File: config.mk
export PLATFORM = sky130hd
export DESIGN_NAME = regfile_mp_sb
export DESIGN_NICKNAME = d
export VERILOG_FILES = /design/src/rtl/rf_pkg.sv /design/src/rtl/rf_scoreboard.sv /design/src/rtl/regfile_mp_sb.sv
export SDC_FILE = /design/constraint.sdc
export NUM_CORES = 2
export LEC_CHECK = 0
export ABC_AREA = 1
export BUFFER_PORTS_ARGS = -buffer_cell sky130_fd_sc_hd__buf_4
export CAP_MARGIN = 15
export CELL_PAD_IN_SITES_DETAIL_PLACEMENT = 1
export CELL_PAD_IN_SITES_GLOBAL_PLACEMENT = 2
export CORE_ASPECT_RATIO = 1.2
export CORE_MARGIN = 2
export CORE_UTILIZATION = 40
export CTS_CLUSTER_DIAMETER = 40
export CTS_CLUSTER_SIZE = 12
export DETAILED_ROUTE_END_ITERATION = 6
export PLACE_DENSITY = 0.78
export SETUP_SLACK_MARGIN = 0.5
export SLEW_MARGIN = 20
export SYNTH_ARGS = -nofsm -noshare
export SYNTH_HDL_FRONTEND = slang
export SYNTH_SLANG_ARGS = --single-unit
File: constraint.sdc
create_clock -name clk -period 6.5 [get_ports clk]
set_input_delay 0.65 -clock clk [delete_from_list [all_inputs] [get_ports clk]]
set_output_delay 0.65 -clock clk [all_outputs]
set_load 0.005 [all_outputs]
File: src/rtl/rf_pkg.sv
// Shared constants, the per-port read status bundle and the popcount helper
// used by the multi-port register file and its busy scoreboard.
package rf_pkg;

  localparam int RF_DATA_W = 32;
  localparam int RF_ADDR_W = 5;

  // Register index that is hardwired to zero when ZERO_REG is enabled.
  localparam int REG_ZERO = 0;

  // Largest depth the popcount helper covers (ADDR_W up to 8).
  localparam int RF_MAX_DEPTH = 256;

  // Per-read-port status: read valid, same-cycle write hit, resolved busy.
  typedef struct packed {
    logic en;
    logic wr_hit;
    logic busy;
  } rd_port_t;

  // Number of set bits in a busy vector (zero-extended to RF_MAX_DEPTH).
  function automatic logic [15:0] popcount(input logic [RF_MAX_DEPTH-1:0] v);
    logic [15:0] n;
    n = '0;
    for (int i = 0; i < RF_MAX_DEPTH; i++) begin
      n = n + 16'(v[i]);
    end
    return n;
  endfunction

endpackage

File: src/rtl/rf_scoreboard.sv
// Per-register busy bits for long-latency producers. A write-back clears the
// bit of its destination, an issue sets it; when both hit the same register
// in one cycle the set wins because a newer producer owns the result.
module rf_scoreboard
  import rf_pkg::*;
#(
  parameter int ADDR_W   = RF_ADDR_W,
  parameter int ZERO_REG = 1
) (
  input  logic                   clk,
  input  logic                   reset,
  input  logic                   clr_en,
  input  logic [ADDR_W-1:0]      clr_addr,
  input  logic                   set_en,
  input  logic [ADDR_W-1:0]      set_addr,
  output logic [(1<<ADDR_W)-1:0] busy,
  output logic [ADDR_W:0]        busy_cnt
);

  localparam int DEPTH = 1 << ADDR_W;

  logic [DEPTH-1:0] busy_nxt;

  // Next-state busy vector: clear first, then set, register zero never busy.
  always_comb begin
    busy_nxt = busy;
    if (clr_en) busy_nxt[clr_addr] = 1'b0;
    if (set_en) busy_nxt[set_addr] = 1'b1;
    if (ZERO_REG != 0) busy_nxt[REG_ZERO] = 1'b0;
  end

  // Busy bits and their count update together so the count matches the bits.
  always_ff @(posedge clk) begin
    if (reset) begin
      busy     <= '0;
      busy_cnt <= '0;
    end else begin
      busy     <= busy_nxt;
      busy_cnt <= (ADDR_W+1)'(popcount(RF_MAX_DEPTH'(busy_nxt)));
    end
  end

endmodule

File: src/rtl/regfile_mp_sb.sv
// Multi-port CPU register file with write-to-read bypass, a busy scoreboard
// for long-latency producers and a registered hazard stall. Reads are
// combinational; the single write port comes from WB, scoreboard sets from
// issue logic.
module regfile_mp_sb
  import rf_pkg::*;
#(
  parameter int DATA_W   = RF_DATA_W,
  parameter int ADDR_W   = RF_ADDR_W,
  parameter int NUM_RD   = 2,
  parameter int BYPASS   = 1,
  parameter int ZERO_REG = 1
) (
  input  logic                     clk,
  input  logic                     reset,
  input  logic [NUM_RD-1:0]        rd_en,
  input  logic [NUM_RD*ADDR_W-1:0] rd_addr,
  output logic [NUM_RD*DATA_W-1:0] rd_data,
  output logic [NUM_RD-1:0]        rd_busy,
  input  logic                     we,
  input  logic [ADDR_W-1:0]        wa,
  input  logic [DATA_W-1:0]        wd,
  input  logic                     sb_set,
  input  logic [ADDR_W-1:0]        sb_addr,
  output logic                     stall,
  output logic [ADDR_W:0]          busy_cnt
);

  localparam int DEPTH = 1 << ADDR_W;
  localparam logic [ADDR_W-1:0] ZERO_ADDR = ADDR_W'(REG_ZERO);
  localparam logic ZR = (ZERO_REG != 0);
  localparam logic BP = (BYPASS != 0);

  if (NUM_RD < 1 || NUM_RD > 4) begin : g_bad_num_rd
    $error("regfile_mp_sb: NUM_RD must be in 1..4");
  end
  if (DEPTH > RF_MAX_DEPTH) begin : g_bad_addr_w
    $error("regfile_mp_sb: ADDR_W too large for the busy counter");
  end

  logic [DATA_W-1:0] mem [DEPTH];
  logic [DEPTH-1:0]  busy;
  logic [NUM_RD-1:0] port_hz;
  logic              wr_ok;

  // A write to the hardwired zero register is dropped everywhere.
  assign wr_ok = we & ~(ZR & (wa == ZERO_ADDR));

  // Storage array: reset clears every entry, otherwise a single write port.
  always_ff @(posedge clk) begin
    if (reset) begin
      for (int i = 0; i < DEPTH; i++) mem[i] <= '0;
    end else if (wr_ok) begin
      mem[wa] <= wd;
    end
  end

  rf_scoreboard #(
    .ADDR_W   (ADDR_W),
    .ZERO_REG (ZERO_REG)
  ) u_sb (
    .clk      (clk),
    .reset    (reset),
    .clr_en   (we),
    .clr_addr (wa),
    .set_en   (sb_set),
    .set_addr (sb_addr),
    .busy     (busy),
    .busy_cnt (busy_cnt)
  );

  for (genvar k = 0; k < NUM_RD; k++) begin : g_rd
    logic [ADDR_W-1:0] a;
    logic [DATA_W-1:0] data_k;
    rd_port_t          st;

    assign a = rd_addr[k*ADDR_W +: ADDR_W];

    // Zero register first, then bypass of the in-flight write, then storage;
    // a write to the read address also resolves that register's busy bit.
    always_comb begin
      st.en     = rd_en[k];
      st.wr_hit = BP & wr_ok & (wa == a);
      st.busy   = busy[a] & ~(BP & we & (wa == a));
      if (ZR && a == ZERO_ADDR) data_k = '0;
      else if (st.wr_hit)       data_k = wd;
      else                      data_k = mem[a];
    end

    assign rd_data[k*DATA_W +: DATA_W] = data_k;
    assign rd_busy[k]                  = st.busy;
    assign port_hz[k]                  = st.en & st.busy;
  end

  // Hazard flag registered for the next cycle; only valid reads can stall.
  always_ff @(posedge clk) begin
    if (reset) stall <= 1'b0;
    else       stall <= |port_hz;
  end

endmodule

# Word level (Yosys, flattened, before mapping)
# Memory sizes are Yosys's and may differ from the RTL's.
# Index checks and enable logic that the tools add are counted.
[word_totals]
ram_bits = 1024
out_inout_bits = 73
word_cells = 87
mem_count = 1
register_bits = 39
[op_classes]
n_eq_ne = 2
magnitude_cmp = 6
muxes = 22
reduce_logical = 7
add_sub_neg = 30
bitwise_logic = 15
[mem_list]
columns = ["memory", "depth", "width", "read_ports", "rd_clocked_by_memory_dff", "write_ports", "line", "rtl"]
rows = [
  ["mem", 32, 32, 2, 0, 32, "regfile_mp_sb.sv:41", "logic [DATA_W-1:0] mem [DEPTH];"],
]
[op_table]
columns = ["operator", "count"]
rows = [
  ["$mux W32", 7],
  ["$add A6 B1 Y6", 29],
  ["$and A32 B32 Y32", 1],
  ["$not A32 Y32", 1],
  ["$or A32 B32 Y32", 1],
  ["$reduce_or A32 Y1", 1],
  ["$lt A5 B6 Y1 const B", 4],
  ["$logic_not A5 Y1", 3],
  ["$bmux W1 S5", 2],
  ["$demux W1 S5", 2],
  ["$eq A5 B5 Y1", 2],
  ["$ge A5 B1 Y1 const B", 2],
  ["$mux W1", 10],
  ["$and A1 B1 Y1", 9],
  ["$mux W5", 1],
  ["$not A1 Y1", 3],
  ["$add A1 B1 Y2", 1],
  ["$logic_and A1 B1 Y1", 2],
  ["$reduce_or A2 Y1", 1],
]

# Logic depth before layout (Yosys ltp)
[logic_depth]
ltp_word = 39
ltp_mapped = 26
ltp_nobuf = 25

# Cells and area by module
# Synthesis repeated with hierarchy kept, for this count alone.
[unflattened]
hier_cells = 6973
area_unflattened_um2 = 59019.1
[modules_own_cells]
columns = ["module", "seq_area_each_um2", "n_inst", "cells_per_inst", "area_each_um2"]
rows = [
  ["regfile_mp_sb", 30769.5, 1, 6649, 56555.5],
  ["rf_scoreboard", 740.7, 1, 324, 2463.6],
]

# Worst setup path before layout
# Ideal clock, no wire load.
[synth_timing]
path_type = "input to register"
from = "input we"
to = "register u_sb.busy_cnt[4]"
stages = 22
setup_time_ps = 70
t_required_ps = 6430
setup_slack_ps = 615
path_buffers = 2
t_arrival_ps = 5815
cell_sequence = "clkbuf_1 buf_1 nand2_1 nand2_1 nand2_1 ha_1 fa_1 inv_1 fa_1 inv_1 fa_1 fa_1 fa_1 inv_1 fa_1 inv_1 ha_1 fa_1 a21oi_1 o21ba_2 o21ai_0 a21oi_1"
[synth_between]
elab_chain_cells = 33
[synth_lines]
columns = ["item", "line", "rtl"]
rows = [
  ["from (decl)", "regfile_mp_sb.sv:20", "input logic we,"],
  ["$mux W32 *", "rf_scoreboard.sv:27", "if (clr_en) busy_nxt[clr_addr] = 1'b0;"],
  ["$or A32 B32 Y32 (no line)", "-", ""],
  ["$mux W32 *", "rf_scoreboard.sv:28", "if (set_en) busy_nxt[set_addr] = 1'b1;"],
  ["named net u_sb.busy_nxt[1]", "rf_scoreboard.sv:22", "logic [DEPTH-1:0] busy_nxt;"],
  ["$add A1 B1 Y2 *", "rf_pkg.sv:26", "n = n + 16'(v[i]);"],
  ["$add A6 B1 Y6 * (29 in series)", "rf_pkg.sv:26", ""],
  ["to (signal assigned)", "rf_scoreboard.sv:39", "busy_cnt <= (ADDR_W+1)'(popcount(RF_MAX_DEPTH'(busy_nxt)));"],
  ["to (decl)", "rf_scoreboard.sv:17", "output logic [ADDR_W:0] busy_cnt"],
]
# The timed path passes the listed nets; every way through them passes the cells marked *.
# A chain may end at the register's enable or synchronous reset.

# Worst setup path after layout
[layout_timing]
from = "input wa[4]"
to = "register u_sb.busy_cnt[4]"
[layout_between]
elab_chain_cells = 39
word_cells_on_any_way = 40
cone_classes = "add/sub (30); order compare (2); mux (4); bitwise (3); reduce/logical (1)"
[layout_lines]
columns = ["item", "line", "rtl"]
rows = [
  ["from (decl)", "regfile_mp_sb.sv:21", "input logic [ADDR_W-1:0] wa,"],
  ["$lt A5 B6 Y1 (implied by the code) or $ge A5 B1 Y1 (tied branches)", "rf_scoreboard.sv:27", ""],
  ["$logic_and A1 B1 Y1 (implied by the code)", "rf_scoreboard.sv:27", ""],
  ["$mux W1 (implied by the code)", "rf_scoreboard.sv:27", ""],
  ["$demux W1 S5 *", "-", ""],
  ["$not A32 Y32 (no line) *", "-", ""],
  ["$and A32 B32 Y32 (no line) *", "-", ""],
  ["$mux W32 *", "rf_scoreboard.sv:27", ""],
  ["$or A32 B32 Y32 (no line)", "-", ""],
  ["$mux W32 *", "rf_scoreboard.sv:28", ""],
  ["named net u_sb.busy_nxt[2]", "rf_scoreboard.sv:22", ""],
  ["$add A1 B1 Y2 *", "rf_pkg.sv:26", ""],
  ["$add A6 B1 Y6 * (29 in series)", "rf_pkg.sv:26", ""],
]
# Marked as above.

==> results.md <==
- Status: finished clean
- CP max stage cell: fa_1
- Internal: 0.0142 W
- Syn Std Cell Area: 0.0595 mm^2
- Critical Path Fanout Max: 7
- CP endpoint kind: register
- Crit path buf inv count: 5
- Placed inst area: 0.0616 mm^2
- H-tree depth: 4
- Final worst clock skew: 0.0123 ns
- Comb pwr share: 12.4%
- R2R depth: 19
- Final std cells w/o fill: 8918
- Peak supply drop: 308 uV
- Final net count: 6907
- Row count: 155
- DRC: 0
- PostCTS Resize Cnt: 0
- WP depth: 24
- CP Capture Point: u_sb.busy_cnt[4]
- P_leak: 26.2 nW
- DR pass1 iterations: 6
- Worst-path cell chain: buf_4, nor2_2, nand2_2, nor2_1, nand2_1, nand2_1, nand2_1, ha_1, fa_1, inv_1, fa_1, inv_1, fa_1, fa_1, fa_1, inv_1, fa_1, inv_1, ha_1, fa_1, a21oi_1, o21ba_2, o21ai_0, a21oi_1
- YS warnings: 0
- CTS tree: yes
- Largest net degree at the start of global routing: 229
- Max Slew Vio Count: 0
- Vias per std cell: 6.21
- CTS Sinks: 1062
- DP HPWL: 151 mm
- RSZ-0062 raised after global routing: no
- Post-synthesis cell count: 6990
- Mean cell area of the mapped netlist: 8.52 um^2
- Detailed Route Iter0 Violations: 6611
- EDFF count, synth: 1024
- Crit path arrival time: 6.33 ns
- Max cap viols: 0
- Die width: 356 um
- Largest stage delay, worst path: 0.54 ns
- DP Cell Count: 8608
- Boundary pin count: 131
- Placer Congestion: 0.872
- Switching share of power: 27.7%
- Area of the core: 0.148 mm^2
- Post-route ant nets: 0
- Post-CTS setup repair buffer count: 0
- Ratio of cells with drive above 1 in the final layout: 9.49%
- Top cell by count, worst path: fa_1
- Hold Buf Count CTS: 0
- Worst slew margin: 20.5%
- Highest-count cells in the layout ignoring fill and taps: nor2_1, edfxtp_1, nand3_1
- Most common cell after layout, fill and taps aside: nor2_1
- R2r startpoint: u_sb.busy[1]
- Psw: 0.00543 W
- Sequential fraction of the synthesis area: 52.9%
- CP Launch Type: primary input
- Die height: 427 um
- Min-delay worst type: in -> reg
- Setup Viol. Count Final: 0
- Mean routed wirelength per cell: 31.0 um
- Vias in the first global route: 55500
- Via count: 55400
- Highest Clock Rate: 0.178 GHz
- Worst-margin pin slew: 1.19 ns
- Crit share post-route: 86.3%
- Final Hold Fails: 0
- Power, Total: 0.0196 W
- Post-synth ARST share: 0%
- Number of buffers inserted during clock tree synthesis: 169
- WP data required: 7.22 ns
- WS Path Type: in -> reg
- Clock Latency Late Sink: 0.80 ns
- Cell Pwr Density: 292 mW/mm^2
- Antenna violations before repair: 11
- Die area: 0.152 mm^2
- Synth unique cells: 39
- Worst reg2reg endpoint: u_sb.busy_cnt[4]
- FILL cells: 17300
- First-pass GRT wire length: 390 mm
- Clock transition at path regs: 0.05 ns
- IO Port Bufs: 130
- Final instance area: 0.0673 mm^2
- Root Driver: clkbuf_16
- Sequential power share: 40.8%
- Clock power frac: 46.7%
- Min Hold Slack: 0.189 ns
- Flops & latches, synth: 1062
- Final min period: 5.61 ns
- Top FF cell, synth: edfxtp_1
- Total GRT Usage: 35.9%
- Initial Util: 40.2%
- Final TNS setup: 0 ns
- Area Growth Syn to Fin: 13.0%
- Worst Setup SP: wa[4]
- Delay-heaviest family, CP: adder cells
- R2R Setup Slk: 1.22 ns
- Clock buffer depth: 3
- Grt total ovfl: 0
- Overall routed net length: 277 mm
-- cells by family after synthesis --
kind of cell / after synthesis / share of synthesized area (%)
AND/OR/NAND/NOR: 2759 / 19.3
buffers and inverters: 1306 / 9.16
AO/OA/AOI/OAI: 1825 / 17.5
XOR/XNOR: 5 / 0.0736
other: 1 / 0.00630
flip-flops: 1062 / 52.9
adder cells (fa/ha/maj): 32 / 0.963
-- per-layer routing --
layer	up-vias	part of all wire, %	GRT usage, %	wire length, um
li1	23700	-	-	-
met1	28100	39	46.1	109000
met2	2829	46	57.6	127000
met3	769	8.6	5.98	23900
met4	6	6.1	19.9	16900
met5	-	0.016	0	44
-- tightest hold or removal path: stages --
cell and delay [ns]:
buf_4 0.11, nand4_1 0.08, a21oi_1 0.09
-- how the worst min path moves through the flow --
| stage | startpoint | endpoint | depth (start not counted) |
|---|---|---|---|
| 5_1_grt | rd_en[1] | stall | 3 |
| 4_1_cts | rd_en[1] | stall | 3 |
| 3_5_place_dp | u_sb.busy[20] | u_sb.busy[20] | 2 |
| 2_1_floorplan | u_sb.busy[20] | u_sb.busy[20] | 2 |
| 6_report | rd_en[1] | stall | 3 |
| 3_3_place_gp | u_sb.busy[20] | u_sb.busy[20] | 2 |
-- metrics by stage --
stage | utilization, % | setup WS, ns
after floorplan | - | 0.615
after global placement | 41.6 | 0.111
after detailed placement | 41.6 | 0.0249
after CTS | 45.4 | 0.875
after global routing | 45.4 | 0.582
final | 45.4 | 0.893
-- power groups by stage --
stage	clock, W	sequential [W]	combinational [W]
after global routing	0.00950	0.00806	0.00260
after floorplan	0	0.00811	0.00139
after CTS	0.00923	0.00802	0.00240
final	0.00917	0.00802	0.00244
after global placement	0	0.00813	0.00235
after detailed placement	0	0.00815	0.00239
-- registers in the layout (all words and copies together), names as in the netlist --
name           flops
u_sb.busy_cnt      6
stall              1
mem             1024
u_sb.busy         31
-- final cells by class --
type	count	area, um^2	share of cell area (%)
antenna	3	7.51	0.0112
clock buffer	197	4520	6.73
clock inverter	110	1130	1.67
inverter	638	2410	3.58
multi-input combinational	4653	22800	33.9
sequential	1062	31500	46.9
tap	1962	2450	3.65
timing repair buffer	293	2410	3.59
-- Yosys cell counts (all sizes together), types with 23 or more instances --
cell	n	area, um^2
a21oi	590	2950
edfxtp	1024	30700
o211ai	466	3500
nand3	771	3860
buf	410	2090
fa	23	460
clkbuf	258	970
nand2	794	3060
o21ai	713	3570
dfxtp	38	761
nor3	30	150
inv	636	2390
nor2	1155	4350
Power figures use the tool's default switching activity.
